$ cat src/rtl/miner_ctrl_pkg.sv
// Shared types and widths for the miner work controller and its result FIFO.
package miner_ctrl_pkg;

   localparam int MIDSTATE_W = 256;
   localparam int DATA_W     = 96;
   localparam int NONCE_W    = 32;

   // Matches the double-SHA256 core pipeline depth.
   localparam int DEFAULT_HOLDOFF = 254;

   typedef enum logic [1:0] {
      IDLE,
      LOAD,
      RUN
   } ctrl_state_e;

endpackage

$ cat src/rtl/result_fifo.sv
// Synchronous golden-nonce FIFO. Head reads as zero while empty; flush empties it in one cycle.
module result_fifo
   import miner_ctrl_pkg::*;
#(
   parameter int unsigned DEPTH = 4
) (
   input  logic               clk,
   input  logic               reset,
   input  logic               push,
   input  logic               pop,
   input  logic               flush,
   input  logic [NONCE_W-1:0] push_data,
   output logic               full,
   output logic               empty,
   output logic [NONCE_W-1:0] head
);

   localparam int unsigned AW = $clog2(DEPTH);

   logic [NONCE_W-1:0] mem_q [DEPTH];
   logic [AW-1:0]      wr_ptr_q;
   logic [AW-1:0]      rd_ptr_q;
   logic [AW:0]        count_q;
   logic               do_push;
   logic               do_pop;

   assign empty  = (count_q == '0);
   assign full   = (count_q == (AW+1)'(DEPTH));
   assign do_pop = pop && !empty;
   // A pop frees its slot in the same cycle, so a push into a full FIFO still lands.
   assign do_push = push && (!full || do_pop);
   assign head    = empty ? '0 : mem_q[rd_ptr_q];

   always_ff @(posedge clk) begin
      if (!reset || flush) begin
         wr_ptr_q <= '0;
         rd_ptr_q <= '0;
         count_q  <= '0;
      end else begin
         if (do_push) begin
            wr_ptr_q <= wr_ptr_q + AW'(1);
         end
         if (do_pop) begin
            rd_ptr_q <= rd_ptr_q + AW'(1);
         end
         count_q <= count_q + (AW+1)'(do_push) - (AW+1)'(do_pop);
      end
   end

   always_ff @(posedge clk) begin
      if (reset && !flush && do_push) begin
         mem_q[wr_ptr_q] <= push_data;
      end
   end

endmodule

$ cat src/rtl/miner_work_ctrl.sv
// Sequences one work unit into a double-SHA256 core: load, core reset window, run with
// pipeline-fill holdoff, and golden-nonce capture into a small result FIFO.
module miner_work_ctrl
   import miner_ctrl_pkg::*;
#(
   parameter int unsigned RESET_CYCLES = 4,
   parameter int unsigned HOLDOFF      = DEFAULT_HOLDOFF,
   parameter logic [32:0] DONE_CYCLES  = 33'h1_0000_0100,
   parameter int unsigned FIFO_DEPTH   = 4
) (
   input  logic                  clk,
   input  logic                  reset,
   input  logic                  work_valid,
   output logic                  work_ready,
   input  logic [MIDSTATE_W-1:0] work_midstate,
   input  logic [DATA_W-1:0]     work_data,
   output logic [MIDSTATE_W-1:0] miner_midstate,
   output logic [DATA_W-1:0]     miner_data,
   output logic                  miner_reset,
   input  logic [NONCE_W-1:0]    miner_golden_nonce,
   output logic                  result_valid,
   input  logic                  result_ready,
   output logic [NONCE_W-1:0]    result_nonce,
   output logic                  busy,
   output logic                  exhausted,
   output logic                  overflow
);

   localparam int unsigned RCW = $clog2(RESET_CYCLES);

   ctrl_state_e           state_q, state_d;
   logic [RCW-1:0]        rst_cnt_q, rst_cnt_d;
   logic [32:0]           run_cnt_q, run_cnt_d;
   logic [NONCE_W-1:0]    prev_golden_q, prev_golden_d;
   logic [MIDSTATE_W-1:0] midstate_q, midstate_d;
   logic [DATA_W-1:0]     data_q, data_d;
   logic                  exhausted_q, exhausted_d;
   logic                  overflow_q, overflow_d;
   logic                  work_ready_q, miner_reset_q, busy_q;
   logic                  accept, holdoff, golden_push;
   logic                  fifo_full, fifo_empty;
   logic [NONCE_W-1:0]    fifo_head;

   assign accept  = work_valid && work_ready_q;
   assign holdoff = (run_cnt_q < 33'(HOLDOFF));

   // An accept preempts whatever the controller is doing, including a final RUN cycle.
   always_comb begin
      state_d       = state_q;
      rst_cnt_d     = rst_cnt_q;
      run_cnt_d     = run_cnt_q;
      prev_golden_d = prev_golden_q;
      midstate_d    = midstate_q;
      data_d        = data_q;
      exhausted_d   = exhausted_q;
      overflow_d    = overflow_q;
      golden_push   = 1'b0;
      if (accept) begin
         midstate_d    = work_midstate;
         data_d        = work_data;
         exhausted_d   = 1'b0;
         overflow_d    = 1'b0;
         prev_golden_d = '0;
         run_cnt_d     = '0;
         rst_cnt_d     = '0;
         state_d       = LOAD;
      end else begin
         case (state_q)
            LOAD: begin
               if (rst_cnt_q == RCW'(RESET_CYCLES - 1)) begin
                  state_d = RUN;
               end else begin
                  rst_cnt_d = rst_cnt_q + RCW'(1);
               end
            end
            RUN: begin
               run_cnt_d     = run_cnt_q + 33'd1;
               prev_golden_d = miner_golden_nonce;
               if ((miner_golden_nonce != prev_golden_q) && (miner_golden_nonce != '0) && !holdoff) begin
                  golden_push = 1'b1;
                  if (fifo_full && !result_ready) begin
                     overflow_d = 1'b1;
                  end
               end
               if (run_cnt_q == DONE_CYCLES - 33'd1) begin
                  exhausted_d = 1'b1;
                  state_d     = IDLE;
               end
            end
            default: ;
         endcase
      end
   end

   always_ff @(posedge clk) begin
      if (!reset) begin
         state_q       <= IDLE;
         rst_cnt_q     <= '0;
         run_cnt_q     <= '0;
         prev_golden_q <= '0;
         midstate_q    <= '0;
         data_q        <= '0;
         exhausted_q   <= 1'b0;
         overflow_q    <= 1'b0;
         work_ready_q  <= 1'b0;
         miner_reset_q <= 1'b1;
         busy_q        <= 1'b0;
      end else begin
         state_q       <= state_d;
         rst_cnt_q     <= rst_cnt_d;
         run_cnt_q     <= run_cnt_d;
         prev_golden_q <= prev_golden_d;
         midstate_q    <= midstate_d;
         data_q        <= data_d;
         exhausted_q   <= exhausted_d;
         overflow_q    <= overflow_d;
         work_ready_q  <= (state_d != LOAD);
         miner_reset_q <= (state_d != RUN);
         busy_q        <= (state_d != IDLE);
      end
   end

   result_fifo #(
      .DEPTH(FIFO_DEPTH)
   ) u_result_fifo (
      .clk      (clk),
      .reset    (reset),
      .push     (golden_push),
      .pop      (result_ready),
      .flush    (accept),
      .push_data(miner_golden_nonce),
      .full     (fifo_full),
      .empty    (fifo_empty),
      .head     (fifo_head)
   );

   assign work_ready     = work_ready_q;
   assign miner_reset    = miner_reset_q;
   assign busy           = busy_q;
   assign exhausted      = exhausted_q;
   assign overflow       = overflow_q;
   assign miner_midstate = midstate_q;
   assign miner_data     = data_q;
   assign result_valid   = !fifo_empty;
   assign result_nonce   = fifo_head;

endmodule

$ cat config.mk
export PLATFORM = sky130hd
export DESIGN_NAME = miner_work_ctrl
export DESIGN_NICKNAME = d
export VERILOG_FILES = /design/src/rtl/miner_ctrl_pkg.sv /design/src/rtl/result_fifo.sv /design/src/rtl/miner_work_ctrl.sv
export SDC_FILE = /design/constraint.sdc
export NUM_CORES = 1
export LEC_CHECK = 0
export BUFFER_PORTS_ARGS = -buffer_cell sky130_fd_sc_hd__buf_2
export CAP_MARGIN = 10
export CORE_AREA = 2 2 305 307
export DETAILED_ROUTE_END_ITERATION = 6
export DIE_AREA = 0 0 307 309
export SLEW_MARGIN = 0
export SYNTH_ARGS = -nofsm -noshare
export SYNTH_HDL_FRONTEND = slang
export SYNTH_SLANG_ARGS = --single-unit
export TNS_END_PERCENT = 50
$ cat constraint.sdc
create_clock -name clk -period 3.2 [get_ports clk]
set_input_delay 0.96 -clock clk [delete_from_list [all_inputs] [get_ports clk]]
set_output_delay 0.96 -clock clk [all_outputs]
set_load 0.01 [all_outputs]
==> key figures, run 1 <==
Status
  – Status: complete, no violations

Route
  – Post-route ant nets: 0
  – Vias/cell: 4.28
  – 1st-pass router iterations: 5
  – WL/cell: 18.4 um
  – DRC viols: 0
  – Drt total wl: 76300 um
  – Initial drt markers: 1128
  – Via count: 17800

Hold path
  – Worst hold path cell count: 2
  – Hold path start: miner_midstate[220]
  – Hold Crit Class: reg -> reg
  – Worst hold endpoint: miner_midstate[220]

Floorplanning
  – Die Area: 0.0949 mm^2
  – Core outline area: 0.0914 mm^2
  – Initial core utilization: 23.5%
  – Die height: 309 um
  – Io pins: 778
  – Num rows: 111
  – Die width: 307 um

Timing
  – Worst Skew: 0.0215 ns
  – Post-route minimum period: 3.09 ns
  – Slew @ Worst Pin: 1.29 ns
  – Setup-failing EPs final: 0
  – Slew margin rel.: 14.2%
  – Max frequency: 324 MHz
  – Final hold viol count: 0
  – WHS: 0.455 ns
  – Max Slew Vio Count: 0
  – RSZ-0062 raised after global routing: false
  – Final Cycle Share: 96.5%
  – Setup TNS Final: 0 ns

Synth
  – Syn. warnings: 0
  – Syn Nets: 2542
  – Yosys reg bits: 563
  – Syn_area_per_cell: 10.0 um^2
  – Synth unique cells: 42
  – Mapped Area: 0.0214 mm^2
  – Syn Inst Count: 2143
  – Sequential share of the synthesized area: 58.5%

Clock network
  – Clk root buf: clkbuf_16
  – CTS max path bufs: 3
  – H-tree Lvls: 3
  – Clock buffer count from CTS: 68
  – TritonCTS Sinks: 563
  – Clock-pin slew on the worst setup and hold paths: 0.06 ns
  – Clk_lat worst skew: 0.62 ns
  – CTS tree: yes
  – Hold Buf Count CTS: 0

Critical path
  – Critical Path Slowest Stage Cell: mux4_2
  – Worst r2r src: run_cnt_q[21]
  – Biggest cell delay along the critical path: 0.53 ns
  – Crit path required time: 2.24 ns
  – Worst EP arrival: 2.13 ns
  – R2R Path End: u_result_fifo.count_q[2]
  – Flop2flop setup slack: 0.73 ns
  – Crit-path cells: buf_4 -> mux4_2 -> and2_1 -> buf_2
  – Class of the most critical setup path: reg -> out
  – Critical Path Source Type: register
  – CP Buf/Inv Count: 2
  – CP endpoint kind: output pin
  – Top delay family on crit path: multiplexers
  – R2R depth: 11
  – Crit path max fanout: 6

Pwr
  – P_leak: 12.0 nW
  – Pwr dens: 612 mW/mm^2
  – Maximum vdd drop: 0.000421 V

Placed design
  – RD Place Congestion: 0.840
  – Placed insts: 4014
  – Dpl hpwl: 55800 um
  – Input/output buffers: 777

Global route
  – Initial antenna violation count: 42
  – Vias in the first global route: 17100
  – Largest net degree at the start of global routing: 208
  – Final global-route overflow total: 0
  – First-pass GRT wire length: 109000 um
  – Total Routing Usage GR: 15.3%

Flow run
  – Max cap viols: 0

Cells and area
  – Layout fillers: 9572
  – Final net count: 3301
  – Fraction of layout cells with a size suffix above 1: 33.2%
  – Final non-filler cell total: 4156
  – Synth-to-Final Area Change: 36.2%
==> worst max-delay path by stage <==
stage                            from                        end  slack (ns)  depth (start not counted)
2_1_floorplan  miner_golden_nonce[28]  u_result_fifo.mem_q[1][0]        0.31                          7
3_3_place_gp   miner_golden_nonce[23]   u_result_fifo.count_q[2]        0.07                         13
3_5_place_dp    miner_golden_nonce[8]   u_result_fifo.count_q[2]        0.08                         12
4_1_cts                      register           result_nonce[13]       0.003                          4
5_1_grt                      register           result_nonce[26]       0.003                          4
6_report                     register           result_nonce[26]        0.11                          4
==> final cells by class <==
type,instances,area (um^2),area share [%]
diodes,15,37.5,0.129
flip-flops and latches,563,12600,43.0
repair buffers,831,4540,15.5
clock inverters,22,239,0.818
clock buffers,101,2010,6.87
inverters,11,41.3,0.141
multi-input cells,1427,8310,28.4
well taps,1186,1480,5.08
==> layout by cell type (no fill, tap or decap), types with 36 or more instances in the layout <==
| cell | n |
|---|---|
| edfxtp_1 | 128 |
| buf_2 | 776 |
| xnor2_1 | 48 |
| nand2_1 | 720 |
| a21boi_0 | 352 |
| nor2_1 | 79 |
| clkbuf_16 | 70 |
| dfxtp_1 | 434 |
| buf_4 | 36 |
==> power breakdown <==
group	total (mW)	internal (mW)	switching [mW]
Sequential	7.66	7.51	0.143
Clock	7.76	4.62	3.14
Combinational	2.46	1.06	1.39
Total	17.9	13.2	4.68
==> cells in the mapped netlist <==
| master | number | area share [%] |
|---|---|---|
| and3_1 | 9 | 0.26 |
| and4_4 | 1 | 0.053 |
| and2_1 | 35 | 1.0 |
| edfxtp_1 | 128 | 18 |
| xnor2_1 | 48 | 2.0 |
| nand3_1 | 8 | 0.19 |
| buf_1 | 9 | 0.16 |
| o21ai_1 | 1 | 0.023 |
| nor2b_1 | 2 | 0.058 |
| and4_1 | 6 | 0.25 |
| mux4_2 | 32 | 3.4 |
| nor3_2 | 2 | 0.093 |
| o31a_1 | 1 | 0.041 |
| buf_2 | 17 | 0.40 |
| a21oi_1 | 7 | 0.16 |
| o21ai_2 | 1 | 0.041 |
| nor4_1 | 17 | 0.50 |
| ha_1 | 10 | 0.58 |
| a41o_1 | 1 | 0.047 |
| nor2_1 | 79 | 1.4 |
| a31oi_1 | 1 | 0.029 |
| xor2_1 | 18 | 0.74 |
| o21a_1 | 1 | 0.035 |
| nand4_1 | 19 | 0.55 |
| o22a_1 | 1 | 0.041 |
| nor3_4 | 1 | 0.076 |
| a21boi_0 | 352 | 12 |
| dfxtp_1 | 435 | 41 |
| nand3_2 | 1 | 0.047 |
| nor3_1 | 1 | 0.023 |
| inv_1 | 11 | 0.19 |
| and2_4 | 1 | 0.041 |
| a311oi_1 | 1 | 0.041 |
| or3_1 | 5 | 0.15 |
| nand4_2 | 1 | 0.058 |
| o21ai_0 | 5 | 0.12 |
| clkbuf_1 | 116 | 2.0 |
| o22ai_1 | 1 | 0.029 |
| nand2_1 | 722 | 13 |
| mux2i_1 | 34 | 1.6 |
| nor4b_1 | 1 | 0.041 |
| fa_1 | 1 | 0.093 |
==> cell families after synthesis <==
group	share of synthesized area, %
AO/OA/AOI/OAI	12.9
XOR/XNOR	2.70
adder cells (fa/ha/maj)	0.677
buffers and inverters	2.78
flip-flops	58.5
multiplexers	4.95
AND/OR/NAND/NOR	17.4
==> through the flow <==
stage | power, mW | setup slack (ns) | utilization, % | instance area, um^2
after floorplan | 9.02 | 0.308 | - | 21400
after global placement | 10.2 | 0.0690 | 29.4 | 26900
after detailed placement | 10.3 | 0.0850 | 29.4 | 26900
after CTS | 18.2 | 0.00251 | 31.9 | 29200
after global routing | 18.7 | 0.00279 | 32.0 | 29200
final | 17.9 | 0.113 | 32.0 | 29200
==> registers in the layout, summed over array words and instances (netlist names), named ones only <==
| signal | flops |
|---|---|
| prev_golden_q | 32 |
| miner_data | 96 |
| work_ready | 1 |
| exhausted | 1 |
| busy | 1 |
| state_q | 2 |
| rst_cnt_q | 2 |
| miner_reset | 1 |
| u_result_fifo.rd_ptr_q | 2 |
| u_result_fifo.wr_ptr_q | 2 |
| u_result_fifo.count_q | 3 |
| u_result_fifo.mem_q | 128 |
| miner_midstate | 256 |
| overflow | 1 |
| run_cnt_q | 33 |
==> layer usage <==
layer | track usage, % | vias to the layer above | wire length (um)
met2 | 25.0 | 615 | 36100
li1 | - | 8689 | -
met1 | 17.0 | 8308 | 29300
met5 | 0 | - | 144
met4 | 6.57 | 22 | 2790
met3 | 7.34 | 172 | 8040
==> tightest hold or removal path, stage by stage (launching register included) <==
cell	delay [ns]
dfxtp_1	0.30
nand2_1	0.04
a21boi_0	0.06
==> what timing repair did <==
action | 4_1_cts | 5_1_grt
gates resized for setup | 1 | 1
setup endpoints to repair | 25 | 9
setup buffers | 2 | 1
gates cloned | 1 | 0
(Power assumes the default switching activity.)
==> inputs of run 2 (changes only) <==
--- a/config.mk
+++ b/config.mk
@@ -7,9 +7,10 @@
 export LEC_CHECK = 0
 export BUFFER_PORTS_ARGS = -buffer_cell sky130_fd_sc_hd__buf_2
 export CAP_MARGIN = 10
-export CORE_AREA = 2 2 305 307
+export CORE_AREA = 5 5 299 301
 export DETAILED_ROUTE_END_ITERATION = 6
-export DIE_AREA = 0 0 307 309
+export DIE_AREA = 0 0 304 306
+export REMOVE_ABC_BUFFERS = 1
 export SLEW_MARGIN = 0
 export SYNTH_ARGS = -nofsm -noshare
 export SYNTH_HDL_FRONTEND = slang
==> run 2 against run 1 <==
Core utilization rose by 2.0 points; sequential power barely moved; clock skew rose by 0.0049 ns; fmax rose by 0.88%; largest cell class unchanged.
==> key figures, run 2 (synthesized netlist as in run 1, its figures left out) <==
Clock network
  – CTS max path bufs: 3
  – Clock buffer count from CTS: 70
  – H-tree Lvls: 3
  – Clk root buf: clkbuf_16
  – Clock-pin slew on the worst setup and hold paths: 0.05 ns
  – Clk_lat worst skew: 0.61 ns
  – TritonCTS Sinks: 563
  – CTS tree: yes
  – Post-CTS setup buffer count: 0

Floorplanning
  – Io pins: 778
  – Die Area: 0.0930 mm^2
  – Initial core utilization: 24.8%
  – Die width: 304 um
  – Core outline area: 0.0863 mm^2
  – Die height: 306 um
  – Num rows: 108

Hold path
  – Hold Crit Class: reg -> reg
  – Worst hold path cell count: 2
  – Worst hold endpoint: miner_data[71]
  – Hold path start: miner_data[71]

Placed design
  – DP Area: 0.0269 mm^2
  – Dpl hpwl: 61100 um
  – Placed insts: 3991
  – Pre-CTS setup slack: -0.0836 ns
  – RD Place Congestion: 0.871
  – Input/output buffers: 777

Cells and area
  – Commonest non-fill, non-tap cell in the layout: buf_2
  – Commonest cells after routing, fill and taps aside: buf_2, nand2_1, dfxtp_1, a21boi_0, edfxtp_1
  – Synth-to-Final Area Change: 36.7%
  – Final net count: 3308
  – Final non-filler cell total: 4136
  – Fraction of layout cells with a size suffix above 1: 33.6%
  – Final core utilization: 34.0%
  – Max FFs per register: 256
  – Final Cell Area: 0.0293 mm^2

Global route
  – Total Routing Usage GR: 16.5%
  – First-pass GRT wire length: 117000 um
  – Vias in the first global route: 17600
  – Final global-route overflow total: 0
  – Initial antenna violation count: 36
  – Largest net degree at the start of global routing: 152

Timing
  – Post-route minimum period: 3.06 ns
  – Setup TNS Final: 0 ns
  – Max frequency: 327 MHz
  – Final Cycle Share: 95.6%
  – Final hold viol count: 0
  – WHS: 0.455 ns
  – Worst Skew: 0.0265 ns
  – RSZ-0062 raised after global routing: false
  – Slew margin rel.: 53.2%
  – Max Slew Vio Count: 0
  – Slew @ Worst Pin: 0.702 ns
  – Setup-failing EPs final: 0
  – Final setup margin: 0.140 ns

Critical path
  – Crit-path cells: buf_4 -> mux4_2 -> and2_1 -> buf_2
  – Critical Path Slowest Stage Cell: mux4_2
  – Class of the most critical setup path: reg -> out
  – Crit path max fanout: 32
  – Critical Path Source Type: register
  – R2R depth: 10
  – Worst EP arrival: 2.10 ns
  – R2R Path End: u_result_fifo.count_q[2]
  – Biggest cell delay along the critical path: 0.44 ns
  – CP endpoint kind: output pin
  – Flop2flop setup slack: 0.67 ns
  – Crit path required time: 2.24 ns
  – Worst r2r src: u_result_fifo.count_q[1]

Route
  – Drt total wl: 81200 um
  – WL/cell: 19.6 um
  – DRC viols: 0
  – 1st-pass router iterations: 5
  – Vias/cell: 4.32
  – Post-route ant nets: 0
  – Via count: 17900
  – Initial drt markers: 1165

Pwr
  – Pwr dens: 619 mW/mm^2
  – P_leak: 12.1 nW
  – Maximum vdd drop: 0.000502 V
  – Tot Pwr: 18.2 mW

Status
  – Status: complete, no violations

Flow run
  – Max cap viols: 0
[run 2: layout make-up]
class | count | area (um^2)
repair buffers | 836 | 4560
clock buffers | 91 | 1970
clock inverters | 34 | 387
multi-input cells | 1427 | 8310
well taps | 1155 | 1450
inverters | 11 | 41.3
flip-flops and latches | 563 | 12600
fillers | 8913 | 57000
diodes | 19 | 47.5
[run 2: critical path: cells and delay by family, from the launching register on]
kind | cells | cell delay, ns
DFF | 1 | 0.30
and+or+nand+nor | 1 | 0.19
muxes | 1 | 0.44
buffers and inverters | 2 | 0.56
[run 2: report_power, final]
part | internal [mW] | total, mW | switching, mW
Clock | 4.80 | 8.03 | 3.23
Sequential | 7.51 | 7.65 | 0.135
Combinational | 1.05 | 2.47 | 1.42
Total | 13.4 | 18.2 | 4.78
[run 2: timing repair]
item | 4_1_cts | 5_1_grt
cloned | 0 | 1
setup endpoints to repair | 1 | 3
hold buffers | 0 | 0
gates resized for setup | 1 | 0
endpoints found under the hold margin | 0 | 0
[run 2: worst max-delay path by stage]
stage | startpoint | to | slack [ns] | cells past startpoint
4_1_cts | register | result_nonce[27] | 0.01 | 4
5_1_grt | register | result_nonce[27] | 0.04 | 4
3_5_place_dp | miner_golden_nonce[9] | u_result_fifo.count_q[2] | -0.08 | 14
3_3_place_gp | miner_golden_nonce[27] | u_result_fifo.count_q[2] | -0.11 | 13
6_report | register | result_nonce[27] | 0.14 | 4
2_1_floorplan | work_valid | miner_reset | -7.37 | 3
[run 2: layer usage]
layer | track usage (%) | vias up | part of all wire [%]
li1 | - | 8705 | -
met1 | 19.0 | 8431 | 39
met2 | 27.8 | 617 | 48
met3 | 6.60 | 131 | 9.3
met4 | 5.99 | 2 | 3.1
met5 | 0 | - | 0.016
==> inputs of run 3 (changes only) <==
--- a/config.mk
+++ b/config.mk
@@ -10,6 +10,7 @@
 export CORE_AREA = 5 5 299 301
 export DETAILED_ROUTE_END_ITERATION = 6
 export DIE_AREA = 0 0 304 306
+export MAX_ROUTING_LAYER = met4
 export REMOVE_ABC_BUFFERS = 1
 export SLEW_MARGIN = 0
 export SYNTH_ARGS = -nofsm -noshare
==> constraint.sdc (replaced) <==
create_clock -name clk -period 3.7 [get_ports clk]
set_input_delay 1.11 -clock clk [delete_from_list [all_inputs] [get_ports clk]]
set_output_delay 1.11 -clock clk [all_outputs]
set_load 0.01 [all_outputs]
==> run 3 against run 2 <==
Sequential power down 13%; clock power shrank 15%; die area is the same; via count fell by 0.15%; combinational power is 17% lower; non-clock buffer count is 24 lower; global-route usage is 0.46 points higher; core utilization fell by 0.39 points; flip-flop and latch count unchanged; first-iteration DRC count fell by 1.2%; sequential share of layout area increased by 0.51 points; critical endpoint is now result_nonce[2]; wire length fell by 0.74%.
==> key figures, run 3 (synthesized netlist as in run 1, its figures left out) <==
Status
  – Status: complete, no violations

Route
  – Initial drt markers: 1151
  – Drt total wl: 80600 um
  – Via count: 17900
  – DRC viols: 0
  – 1st-pass router iterations: 6
  – WL/cell: 19.6 um
  – Vias/cell: 4.34
  – Post-route ant nets: 0

Critical path
  – Worst r2r src: u_result_fifo.count_q[1]
  – Crit path required time: 2.59 ns
  – R2R depth: 10
  – Class of the most critical setup path: reg -> out
  – Crit-path cells: or3_1 -> buf_4 -> and2_1 -> buf_2
  – Critical Path Slowest Stage Cell: or3_1
  – Biggest cell delay along the critical path: 0.65 ns
  – CP endpoint kind: output pin
  – CP Launch Point: u_result_fifo.count_q[1]
  – R2R Path End: u_result_fifo.count_q[2]
  – Worst EP arrival: 2.26 ns
  – Flop2flop setup slack: 0.98 ns
  – Worst Setup EP: result_nonce[2]
  – Critical Path Source Type: register
  – Crit path max fanout: 19

Global route
  – Total Routing Usage GR: 16.9%
  – Final global-route overflow total: 0
  – Initial antenna violation count: 41
  – Vias in the first global route: 17600
  – Largest net degree at the start of global routing: 190
  – First-pass GRT wire length: 117000 um

Hold path
  – Hold Crit Class: reg -> reg
  – Worst hold path cell count: 2

Pwr
  – Pwr dens: 534 mW/mm^2
  – Maximum vdd drop: 0.000306 V
  – P_leak: 11.9 nW

Timing
  – Max Slew Vio Count: 0
  – Final hold viol count: 0
  – Slew margin rel.: 20.6%
  – Setup-failing EPs final: 0
  – Post-route minimum period: 3.37 ns
  – Setup TNS Final: 0 ns
  – Slew @ Worst Pin: 1.19 ns
  – Final Cycle Share: 91.0%
  – RSZ-0062 raised after global routing: false
  – Worst Skew: 0.0196 ns
  – Max frequency: 297 MHz

Cells and area
  – Synth-to-Final Area Change: 35.2%
  – Layout fillers: 8920
  – Final core utilization: 33.6%
  – Fraction of layout cells with a size suffix above 1: 32.8%
  – Commonest cells after routing, fill and taps aside: buf_2, nand2_1, dfxtp_1, a21boi_0, edfxtp_1
  – Max FFs per register: 256
  – Final net count: 3281
  – Commonest non-fill, non-tap cell in the layout: buf_2

Clock network
  – Clock-pin slew on the worst setup and hold paths: 0.06 ns
  – Clk_lat worst skew: 0.60 ns
  – CTS tree: yes
  – Post-CTS setup buffer count: 0
  – H-tree Lvls: 3
  – Clk root buf: clkbuf_16
  – CTS max path bufs: 3
  – TritonCTS Sinks: 563
  – CTS resizes: 0
  – Clock buffer count from CTS: 67
  – Hold Buf Count CTS: 0

Floorplanning
  – Io pins: 778
  – Core outline area: 0.0863 mm^2
  – Die height: 306 um
  – Initial core utilization: 24.8%
  – Die width: 304 um
  – Num rows: 108
  – Die Area: 0.0930 mm^2

Placed design
  – Input/output buffers: 777
  – Dpl hpwl: 60500 um
  – RD Place Congestion: 0.879

Flow run
  – Max cap viols: 0
[run 3: per-layer routing]
| layer | vias up | GRT usage [%] | wire length, um | share of wire [%] |
|---|---|---|---|---|
| met2 | 650 | 27.5 | 38700 | 48 |
| met4 | 0 | 6.51 | 3000 | 3.7 |
| li1 | 8650 | - | - | - |
| met3 | 168 | 6.94 | 7840 | 9.7 |
| met1 | 8391 | 18.7 | 31100 | 39 |
| met5 | - | - | 0 | 0 |
[run 3: area by class of cell]
| class | instances | area, um^2 | area share, % |
|---|---|---|---|
| Antenna cell | 22 | 55.1 | 0.190 |
| Clock buffer | 89 | 1880 | 6.49 |
| Clock inverter | 32 | 397 | 1.37 |
| Inverter | 11 | 41.3 | 0.142 |
| Multi-Input combinational cell | 1427 | 8310 | 28.7 |
| Sequential cell | 563 | 12600 | 43.3 |
| Tap cell | 1155 | 1450 | 4.99 |
| Timing Repair Buffer | 812 | 4300 | 14.8 |
[run 3: power breakdown]
group / internal (mW) / total [mW] / switching, mW
Clock: 4.04 / 6.79 / 2.75
Sequential: 6.50 / 6.64 / 0.141
Combinational: 0.879 / 2.06 / 1.18
Total: 11.4 / 15.5 / 4.07
[run 3: per-stage QoR]
stage | power (mW) | hold slack [ns] | setup WS (ns) | cell area (um^2) | instances
2_1_floorplan | 7.80 | 0.465 | -7.02 | 20900 | 2001
3_3_place_gp | 8.85 | 0.447 | 0.237 | 26600 | 3968
3_5_place_dp | 8.86 | 0.453 | 0.289 | 26600 | 3968
4_1_cts | 15.8 | 0.461 | 0.0286 | 28900 | 4089
5_1_grt | 16.2 | 0.477 | 0.213 | 29000 | 4107
6_report | 15.5 | 0.457 | 0.333 | 29000 | 4111
[run 3: worst max-delay path, delay by kind of cell (launching register included)]
kind | cells | cell delay [ns]
AND/OR/NAND/NOR | 2 | 0.82
buffers and inverters | 2 | 0.48
flip-flops | 1 | 0.35
[run 3: worst min-delay path by stage]
| stage | startpoint | slack, ns | endpoint |
|---|---|---|---|
| 2_1_floorplan | rst_cnt_q[1] | 0.46 | rst_cnt_q[1] |
| 3_3_place_gp | miner_midstate[50] | 0.45 | miner_midstate[50] |
| 3_5_place_dp | miner_midstate[223] | 0.45 | miner_midstate[223] |
| 4_1_cts | miner_midstate[223] | 0.46 | miner_midstate[223] |
| 5_1_grt | miner_midstate[215] | 0.48 | miner_midstate[215] |
| 6_report | miner_midstate[223] | 0.46 | miner_midstate[223] |
